## src/rtl/rv2t_uart_pkg.sv

```systemverilog
// Shared UART receive definitions: data width, default baud period and receiver FSM states.
// The parity state is only reachable when UART_RX_PARITY_EN is defined.
package rv2t_uart_pkg;

    localparam int unsigned UART_TX_BAUD_PERIOD  = 16;
    localparam int unsigned UART_RX_DATA_WIDTH   = 8;
    localparam int unsigned UART_RX_DEFAULT_BAUD = UART_TX_BAUD_PERIOD;

    typedef enum logic [2:0] {
        StIdle,
        StStart,
        StData,
        StParity,
        StStop,
        StBreak
    } rx_state_e;

    // Even parity holds when the data bits and the parity bit XOR to zero.
    function automatic logic even_parity_ok(input logic [UART_RX_DATA_WIDTH-1:0] data,
                                            input logic parity);
        return ~(^{data, parity});
    endfunction

endpackage

```

## src/rtl/rv2t_rx_fifo.sv

```systemverilog
// Synchronous first-word-fall-through FIFO; flags a dropped push while full.
module rv2t_rx_fifo #(
    parameter int unsigned WIDTH     = 8,
    parameter int unsigned ADDR_BITS = 3
) (
    input  logic             clk,
    input  logic             sync_reset,
    input  logic             push,
    input  logic [WIDTH-1:0] push_data,
    input  logic             pop,
    output logic [WIDTH-1:0] head,
    output logic             empty,
    output logic             full,
    output logic             overflow
);

    localparam int unsigned DEPTH = 2 ** ADDR_BITS;
    localparam logic [ADDR_BITS:0] CountOne = (ADDR_BITS + 1)'(1);
    localparam logic [ADDR_BITS-1:0] PtrOne = ADDR_BITS'(1);

    logic [WIDTH-1:0]     mem [DEPTH];
    logic [ADDR_BITS-1:0] wptr;
    logic [ADDR_BITS-1:0] rptr;
    logic [ADDR_BITS:0]   count;
    logic                 do_push;
    logic                 do_pop;

    assign empty    = (count == '0);
    assign full     = (count == (ADDR_BITS + 1)'(DEPTH));
    assign do_pop   = pop && !empty;
    // A pop on the same edge frees the slot, so a full FIFO still accepts the push.
    assign do_push  = push && (!full || do_pop);
    assign overflow = push && full && !pop;
    assign head     = empty ? '0 : mem[rptr];

    always_ff @(posedge clk) begin
        if (do_push) begin
            mem[wptr] <= push_data;
        end
    end

    always_ff @(posedge clk) begin
        if (sync_reset) begin
            wptr  <= '0;
            rptr  <= '0;
            count <= '0;
        end else begin
            if (do_push) begin
                wptr <= wptr + PtrOne;
            end
            if (do_pop) begin
                rptr <= rptr + PtrOne;
            end
            unique case ({do_push, do_pop})
                2'b10:   count <= count + CountOne;
                2'b01:   count <= count - CountOne;
                default: count <= count;
            endcase
        end
    end

endmodule

```

## src/rtl/rv2t_uart_rx.sv

```systemverilog
// CPU-side 8N1 UART receiver with FWFT byte FIFO and sticky error flags.
// Define UART_RX_PARITY_EN for even-parity framing and the parity_error output.
module rv2t_uart_rx
    import rv2t_uart_pkg::*;
#(
    parameter int unsigned BAUD_PERIOD    = UART_RX_DEFAULT_BAUD,
    parameter int unsigned FIFO_ADDR_BITS = 3
) (
    input  logic                          clk,
    input  logic                          sync_reset,
    input  logic                          RXD,
    input  logic                          enable_in,
    input  logic                          rd_en,
    output logic [UART_RX_DATA_WIDTH-1:0] data_out,
    output logic                          data_valid,
    output logic                          fifo_full,
    output logic                          overrun,
    output logic                          frame_error,
`ifdef UART_RX_PARITY_EN
    output logic                          parity_error,
`endif
    input  logic                          clr_errors
);

    localparam int unsigned DW = UART_RX_DATA_WIDTH;
    localparam int unsigned CW = $clog2(BAUD_PERIOD);
    localparam logic [CW-1:0] CntHalf = CW'(BAUD_PERIOD / 2 - 1);
    localparam logic [CW-1:0] CntFull = CW'(BAUD_PERIOD - 1);
    localparam logic [CW-1:0] CntOne  = CW'(1);
    localparam logic [2:0]    LastBit = 3'(DW - 1);

    logic [1:0]    sync_q;
    logic          rxd_s;
    rx_state_e     state;
    logic [CW-1:0] baud_cnt;
    logic [2:0]    bit_idx;
    logic [DW-1:0] shreg;
    logic          tick;
    logic          push;
    logic          fifo_empty;
    logic          fifo_ovf;
    logic          frame_error_q;
    logic          overrun_q;
`ifdef UART_RX_PARITY_EN
    logic          parity_error_q;
    logic          par_bad_q;
`endif

    assign rxd_s = sync_q[1];
    assign tick  = (baud_cnt == '0);
`ifdef UART_RX_PARITY_EN
    assign push  = (state == StStop) && tick && rxd_s && !par_bad_q;
    assign parity_error = parity_error_q;
`else
    assign push  = (state == StStop) && tick && rxd_s;
`endif
    assign data_valid  = !fifo_empty;
    assign frame_error = frame_error_q;
    assign overrun     = overrun_q;

    always_ff @(posedge clk) begin
        if (sync_reset) begin
            sync_q <= 2'b11;
        end else begin
            sync_q <= {sync_q[0], RXD};
        end
    end

    always_ff @(posedge clk) begin
        if (sync_reset) begin
            state         <= StIdle;
            baud_cnt      <= '0;
            bit_idx       <= '0;
            shreg         <= '0;
            frame_error_q <= 1'b0;
`ifdef UART_RX_PARITY_EN
            parity_error_q <= 1'b0;
            par_bad_q      <= 1'b0;
`endif
        end else begin
            // Clear first so a same-cycle set below takes priority.
            frame_error_q <= frame_error_q & ~clr_errors;
`ifdef UART_RX_PARITY_EN
            parity_error_q <= parity_error_q & ~clr_errors;
`endif
            if (state != StIdle && state != StBreak && !tick) begin
                baud_cnt <= baud_cnt - CntOne;
            end
            unique case (state)
                StIdle: begin
                    if (!rxd_s && enable_in) begin
                        baud_cnt <= CntHalf;
                        state    <= StStart;
                    end
                end
                StStart: begin
                    if (tick) begin
                        if (rxd_s) begin
                            state <= StIdle;
                        end else begin
                            baud_cnt <= CntFull;
                            bit_idx  <= '0;
`ifdef UART_RX_PARITY_EN
                            par_bad_q <= 1'b0;
`endif
                            state    <= StData;
                        end
                    end
                end
                StData: begin
                    if (tick) begin
                        shreg    <= {rxd_s, shreg[DW-1:1]};
                        bit_idx  <= bit_idx + 3'd1;
                        baud_cnt <= CntFull;
                        if (bit_idx == LastBit) begin
`ifdef UART_RX_PARITY_EN
                            state <= StParity;
`else
                            state <= StStop;
`endif
                        end
                    end
                end
                StParity: begin
                    if (tick) begin
`ifdef UART_RX_PARITY_EN
                        par_bad_q <= !even_parity_ok(shreg, rxd_s);
                        if (!even_parity_ok(shreg, rxd_s)) begin
                            parity_error_q <= 1'b1;
                        end
`endif
                        baud_cnt <= CntFull;
                        state    <= StStop;
                    end
                end
                StStop: begin
                    if (tick) begin
                        if (rxd_s) begin
                            state <= StIdle;
                        end else begin
                            frame_error_q <= 1'b1;
                            state         <= StBreak;
                        end
                    end
                end
                StBreak: begin
                    if (rxd_s) begin
                        state <= StIdle;
                    end
                end
                default: state <= StIdle;
            endcase
        end
    end

    always_ff @(posedge clk) begin
        if (sync_reset) begin
            overrun_q <= 1'b0;
        end else begin
            overrun_q <= fifo_ovf | (overrun_q & ~clr_errors);
        end
    end

    rv2t_rx_fifo #(
        .WIDTH    (DW),
        .ADDR_BITS(FIFO_ADDR_BITS)
    ) u_fifo (
        .clk       (clk),
        .sync_reset(sync_reset),
        .push      (push),
        .push_data (shreg),
        .pop       (rd_en),
        .head      (data_out),
        .empty     (fifo_empty),
        .full      (fifo_full),
        .overflow  (fifo_ovf)
    );

endmodule

```

## config.mk

```make
export PLATFORM = sky130hd
export DESIGN_NAME = rv2t_uart_rx
export DESIGN_NICKNAME = d
export VERILOG_FILES = /design/src/rtl/rv2t_uart_pkg.sv /design/src/rtl/rv2t_rx_fifo.sv /design/src/rtl/rv2t_uart_rx.sv
export SDC_FILE = /design/constraint.sdc
export NUM_CORES = 1
export LEC_CHECK = 0
export ABC_AREA = 1
export CORE_ASPECT_RATIO = 0.7
export CORE_UTILIZATION = 45
export CTS_CLUSTER_DIAMETER = 50
export CTS_CLUSTER_SIZE = 10
export DETAILED_ROUTE_END_ITERATION = 7
export GPL_TIMING_DRIVEN = 0
export PLACE_DENSITY = 0.7
export SLEW_MARGIN = 25
export SYNTH_ARGS = -nofsm -noshare
export SYNTH_HDL_FRONTEND = slang
export SYNTH_HIERARCHICAL = 1
export SYNTH_SLANG_ARGS = --single-unit
```

## constraint.sdc

```tcl
create_clock -name clk -period 2.32 [get_ports clk]
set_clock_uncertainty 0.15 [all_clocks]
set_input_delay 0.348 -clock clk [delete_from_list [all_inputs] [get_ports clk]]
set_output_delay 0.348 -clock clk [all_outputs]
set_load 0.005 [all_outputs]
```

==> results.yml, run 1 <==
floorplan:
  dieArea_um2: 9850
  core-area_um2: 9110
  die_x_um: 118
  initial_core_util_pct: 46.7
  num_rows: 29
  ioPinCount: 18
  die_y_um: 83.3
global_route:
  grt.overflow.total: 0
  grt_pass1_wl_um: 14800
  use_met3_pct: 4.53
  grt_antenna_before_repair: 0
  gr-usage-all-layers_pct: 19.7
  met1_usage_pct: 26.7
  grt_pass1_vias: 2926
  grt_start_max_net_pins: 17
  busiest_layer: "met2"
  met2_usage_pct: 31.3
route:
  vias_per_cell: 5.24
  drt-total-wl_um: 8990
  vias: 3115
  drcViolationCount: 0
  antenna_left: 0
  wl_per_cell_um: 15.1
  dr.pass1.iters: 5
  detail_route.iter0.violations: 281
power:
  leakage_uw: 0.00196
  irDropWorstVdd_mv: 0.488
  power.density_nw_per_um2: 1060
finish:
  n_antenna_cell: 0
  final_common_cell: "nor2_1"
  nets: 479
  final_cell_area_um2: 5080
  area_growth_pct: 19.4
  final_cell_mix: "nor2_1 (87), edfxtp_1 (64), o21ai_0 (44), nand2_1 (41), dfxtp_1 (31)"
  drive_above_1_share_pct: 18.5
  fill_cells: 785
critical_path:
  cp-end-kind: "output pin"
  required_ps: 1820
  path_class: "reg2out"
  worst_setup_path_start_kind: "flop"
  arrival_ps: 1750
  critPathMaxFanout: 10
clock_tree:
  cts.reportedPaths.clkPinSlew_ps: 70
  cts.htree.levels: 3
  cts-root-buf: "clkbuf_16"
  clk_path_buf_depth: 2
  cts_made_buffers: 9
  clock-sinks: 99
  cts_tree: "done"
  clk_latency_ps: 350
sta:
  period_needed_ps: 2250
  post-route-period-util_pct: 97.0
  setup_violations: 0
  slew_headroom_pct: 66.5
  whs_ps: 264
  worst_pin_slew_ps: 503
  drv_slew: 0
  max_freq_ghz: 0.444
  rsz0062_at_grt: "yes"
  hold_violations: 0
placed_design:
  io_buffers: 17
  dp_hpwl_um: 6020
  gp_congestion: 0.844
  dpl_cell_area_um2: 4580
logic_synthesis:
  synth_compound_area_share_pct: 12.0
  synth_cells: 433
  yosysUniqueCellTypes: 31
  ys_seq_area_share_pct: 61.7
  syn-num-nets: 446
  syn_area_um2: 4250
  yosysWarningCount: 6
  synthXorXnorAreaFrac_pct: 0.824
  syn_area_per_cell_um2: 9.82
  synth-seq-cells: 99
  yosys.area_share.adder_pct: 2.06
  synth_top_family_by_area: "simple AND/OR/NAND/NOR gates"
  yosys.area_share.simple_pct: 18.3
  synth_mux_area_share_pct: 0
hold_path:
  min_path_type: "reg2reg"
run:
  cap_viol_max_count: 0
run_status:
  status: "finished, final reports clean"
## routing by layer
| metal | part of all wire (%) | up-vias |
|---|---|---|
| met5 | 0 | - |
| met4 | 1.3 | 0 |
| met3 | 6.6 | 15 |
| met2 | 46 | 101 |
| met1 | 46 | 1459 |
| li1 | - | 1540 |
## Yosys cell counts
library cell / instances / area share, %
nor2_1: 95 / 8.4
edfxtp_1: 64 / 45
o21ai_0: 53 / 6.2
nand2_1: 42 / 3.7
dfxtp_1: 35 / 16
inv_1: 28 / 2.5
a21oi_1: 14 / 1.6
nand3_1: 11 / 1.3
inv_2: 10 / 0.88
clkbuf_1: 9 / 0.79
nand2_2: 9 / 1.3
o22ai_1: 9 / 1.3
a31oi_1: 8 / 1.2
ha_1: 7 / 2.1
o21ai_1: 7 / 0.82
nand3_2: 6 / 1.4
nand4_1: 4 / 0.59
a21oi_2: 3 / 0.62
xor2_1: 3 / 0.62
buf_6: 2 / 0.53
clkinv_2: 2 / 0.24
nor2_2: 2 / 0.29
or2_2: 2 / 0.29
buf_1: 1 / 0.088
buf_4: 1 / 0.18
nand2_4: 1 / 0.26
nand4_2: 1 / 0.29
nor3_1: 1 / 0.12
nor4_2: 1 / 0.29
o21bai_1: 1 / 0.18
xnor2_1: 1 / 0.21
## state kept, by name (all words and copies together), names as in the netlist, named ones only
name,cells
u_fifo/rptr,3
u_fifo/count,4
u_fifo/mem,64
overrun,1
bit_idx,3
state,3
sync_q,2
shreg,8
frame_error,1
u_fifo/wptr,3
baud_cnt,4
## cell type report
| type | count | area (µm²) | share of cell area [%] |
|---|---|---|---|
| clock inverter | 6 | 65.1 | 1.28 |
| buffer | 13 | 134 | 2.64 |
| clock buffer | 10 | 229 | 4.51 |
| inverter | 40 | 158 | 3.10 |
| timing repair buffer | 22 | 206 | 4.07 |
| multi-input combinational | 281 | 1500 | 29.5 |
| sequential | 99 | 2630 | 51.8 |
| tap | 124 | 155 | 3.05 |
## worst max-delay path, stage by stage, from the launching register on
cell and delay [ps]:
dfxtp_4 400, inv_4 60, clkbuf_8 160, o21ai_0 180, o22ai_1 100, o21ai_1 160, a31oi_1 70, dlygate4sd2_1 280
## report_power, final
| group | internal [µW] | switching, µW |
|---|---|---|
| logic | 737 | 1050 |
| clock network | 837 | 634 |
| registers | 1970 | 134 |
## timing repair
action                                  CTS  global route
hold buffers                              0             0
buffers inserted                          4             1
resized for setup                        58            16
pin swaps                                 3             4
endpoints found under the setup margin   74            57
## logic make-up (layout without fill, tap and decap cells)
family	count (synthesis)	after routing
DFF	99	99
AOI/OAI and AO/OA	95	95
adders and majority gates	7	7
xor gates and xnor gates	4	4
buffers and inverters	53	91
and+or+nand+nor	175	175
## final timing paths
path / startpoint / to / slack, ps / cells after the start
hold / removal: sync_q[0] / sync_q[1] / 260 / 1
setup / recovery: flop / data_out[5] / 70 / 7
hold reg to reg: sync_q[0] / sync_q[1] / 260 / 1
setup reg to reg: baud_cnt[0] / u_fifo/count[2] / 170 / 14
## stage by stage
stage               worst slack, ps  cells  utilization [%]  total power (µW)  setup TNS [ps]
finish                         69.3    595             55.8              5360               0
global route                  -62.7    595             55.8              5700           -62.7
CTS                            5.06    594             55.4              5330               0
detailed placement             -381    574             50.3              3780          -21960
global placement               -306    574             50.3              3730          -18650
floorplan                       164    433                -              3210               0
No activity file was read; power rests on OpenSTA's default activity.
==> run 2, diff against run 1 <==
Settings changed: GPL_ROUTABILITY_DRIVEN set to 0.
==> results of run 2 <==
No change in the layout: final DEF, timing and power equal those of run 1.
==> run 3, diff against run 2 <==
Settings changed: ABC_AREA 1 to unset.
==> results.yml, run 3 <==
clock_tree:
  cts_tree: "done"
  cts_hold_buf: 0
  clk_path_buf_depth: 2
  cts.htree.levels: 3
  cts.reportedPaths.clkPinSlew_ps: 70
  cts-root-buf: "clkbuf_16"
  clk_latency_ps: 340
  clock-sinks: 99
  cts_made_buffers: 9
finish:
  largest_reg_flops: 64
  area_growth_pct: 23.0
  reg_top3: "u_fifo/mem (64), shreg (8)"
  nets: 383
  final_common_cell: "edfxtp_1"
  n_antenna_cell: 0
  drive_above_1_share_pct: 32.0
  regMostFlops: "u_fifo/mem"
  final_cell_mix: "edfxtp_1 (64), dfxtp_1 (29), buf_4 (27), nor2_1 (27), nand2_1 (24)"
global_route:
  grt.overflow.total: 0
  grt_pass1_wl_um: 13200
  grt_pass1_vias: 2561
  grt_start_max_net_pins: 19
  grt_antenna_before_repair: 0
  gr-usage-all-layers_pct: 17.8
logic_synthesis:
  synth_top_area_share_pct: 44.5
  ys_seq_area_share_pct: 60.8
  yosysMostFrequentCell: "edfxtp_1"
  yosys.area.top_type: "edfxtp_1"
  synthArstFlopShare_pct: 0
  yosysUniqueCellTypes: 57
  yosysWarningCount: 6
  syn_area_um2: 4320
  synth_cells: 320
  synth-seq-cells: 99
  synth_area_leaders: "edfxtp_1 (45%), dfxtp_1 (16%), mux4_2 (8.3%), mux2i_1 (2.8%), nor2_1 (2.8%)"
  syn-num-nets: 333
  synth_ff_type: "edfxtp_1"
  synth_edf_count: 64
  synth_top_cells_by_count: "edfxtp_1 (64), dfxtp_1 (35), nor2_1 (32), nand2_1 (24), mux4_2 (16)"
  syn_area_per_cell_um2: 13.5
floorplan:
  ioPinCount: 18
  num_rows: 29
  die_y_um: 83.9
  die_x_um: 119
  dieArea_um2: 9990
  core-area_um2: 9180
  initial_core_util_pct: 47.0
sta:
  whs_ps: 272
  setup_slack_ps: -64.0
  post-route-period-util_pct: 103
  hold_violations: 0
  worst_pin_slew_ps: 657
  slew_headroom_pct: 56.2
  setup_violations: 5
  max_freq_ghz: 0.419
  setup_tns_ps: -146
  drv_slew: 0
  rsz0062_at_grt: "yes"
  period_needed_ps: 2380
run_status:
  violations: "negative setup slack"
  status: "finished with violations"
placed_design:
  dp_hpwl_um: 5370
  io_buffers: 16
critical_path:
  worst-path-buf-inv: 4
  critPathTopFamily: "multiplexers"
  required_ps: 1820
  cp_common_cell: "buf_12"
  cpMaxStageDelayCell: "mux4_2"
  worst_setup_path_start_kind: "flop"
  path_cells: "buf_6 -> buf_12 -> buf_12 -> mux4_2 -> mux2i_1 -> nor2_1 -> buf_2"
  critPathMaxFanout: 4
  path_class: "reg2out"
  arrival_ps: 1890
  cp-end-kind: "output pin"
  slowest_delay_ps: 510
route:
  wl_per_cell_um: 16.7
  vias: 2708
  antenna_left: 0
  drt-total-wl_um: 8350
  detail_route.iter0.violations: 153
  vias_per_cell: 5.43
  drcViolationCount: 0
  dr.pass1.iters: 5
power:
  sw_frac_of_total_pct: 25.3
  power.density_nw_per_um2: 857
  p_comb_share_pct: 25.0
  power.sequential.fraction_pct: 42.3
  clkPwrFrac_pct: 32.7
  leakage_uw: 0.00187
  irDropWorstVdd_mv: 0.441
  power.net_switching_uw: 1150
  p_int_uw: 3400
hold_path:
  min_path_type: "reg2reg"
run:
  cap_viol_max_count: 0
[run 3: cell count changes after synthesis, moves of 7 or more]
cell,delta
o22ai_1,-9
nor3_1,+8
inv_2,-10
buf_2,+7
o21ai_0,-50
nand2_1,-18
inv_1,-18
a31oi_1,-8
mux4_2,+16
nor2_1,-63
nand3_1,-10
nand2_2,-9
mux2i_1,+12
[run 3: cell families after synthesis]
group / synth area share (%)
multiplexers: 11.7
AO/OA/AOI/OAI: 7.91
buffers and inverters: 3.45
AND/OR/NAND/NOR: 12.3
flip-flops: 60.8
adder cells (fa/ha/maj): 2.03
XOR/XNOR: 1.83
[run 3: layer usage]
| layer | part of all wire [%] | wire length [µm] | global-route usage, % | vias to the layer above |
|---|---|---|---|---|
| met5 | 0 | 0 | 0 | - |
| met4 | 1.1 | 90 | 5.87 | 0 |
| met3 | 5.2 | 431 | 4.37 | 9 |
| li1 | - | - | - | 1306 |
| met1 | 47 | 3910 | 24.7 | 1327 |
| met2 | 47 | 3920 | 27.3 | 66 |
[run 3: final timing paths]
path	end	depth (start not counted)	from	slack, ps
worst min register to register	sync_q[1]	1	sync_q[0]	270
worst max-delay path	data_out[7]	7	flop	-60
worst max register to register	u_fifo/count[2]	11	baud_cnt[0]	-10
worst min-delay path	sync_q[1]	1	sync_q[0]	270
[run 3: cell type report]
cell class	count	area [µm²]
multi-input cells	190	1690
clock inverters	7	75.1
repair buffers	44	370
inverters	10	40.0
well taps	124	155
fillers	747	3870
plain buffers	16	123
clock buffers	9	225
flip-flops and latches	99	2630
[run 3: what timing repair did]
action	CTS	global route
resized for setup	53	10
buffers inserted	19	9
gates cloned	1	0
pin swaps	11	11
endpoints found under the setup margin	77	50
[run 3: power groups by stage]
stage               logic (µW)  registers (µW)  clock network (µW)
finish                    1140            1930                1490
global route              1220            1930                1600
CTS                       1110            1930                1530
detailed placement         900            1960                   0
global placement           874            1960                   0
floorplan                  608            1950                   0
[run 3: per-stage QoR]
stage          power [µW]  setup WS (ps)  cells  util [%]  instance area [µm²]
5_1_grt              4750           -130    499      57.9                 5310
4_1_cts              4560           -111    492      57.3                 5260
6_report             4550          -64.0    499      57.9                 5310
2_1_floorplan        2560           -127    320         -                 4430
3_5_place_dp         2860           -584    460      51.7                 4740
3_3_place_gp         2830           -549    460      51.7                 4740
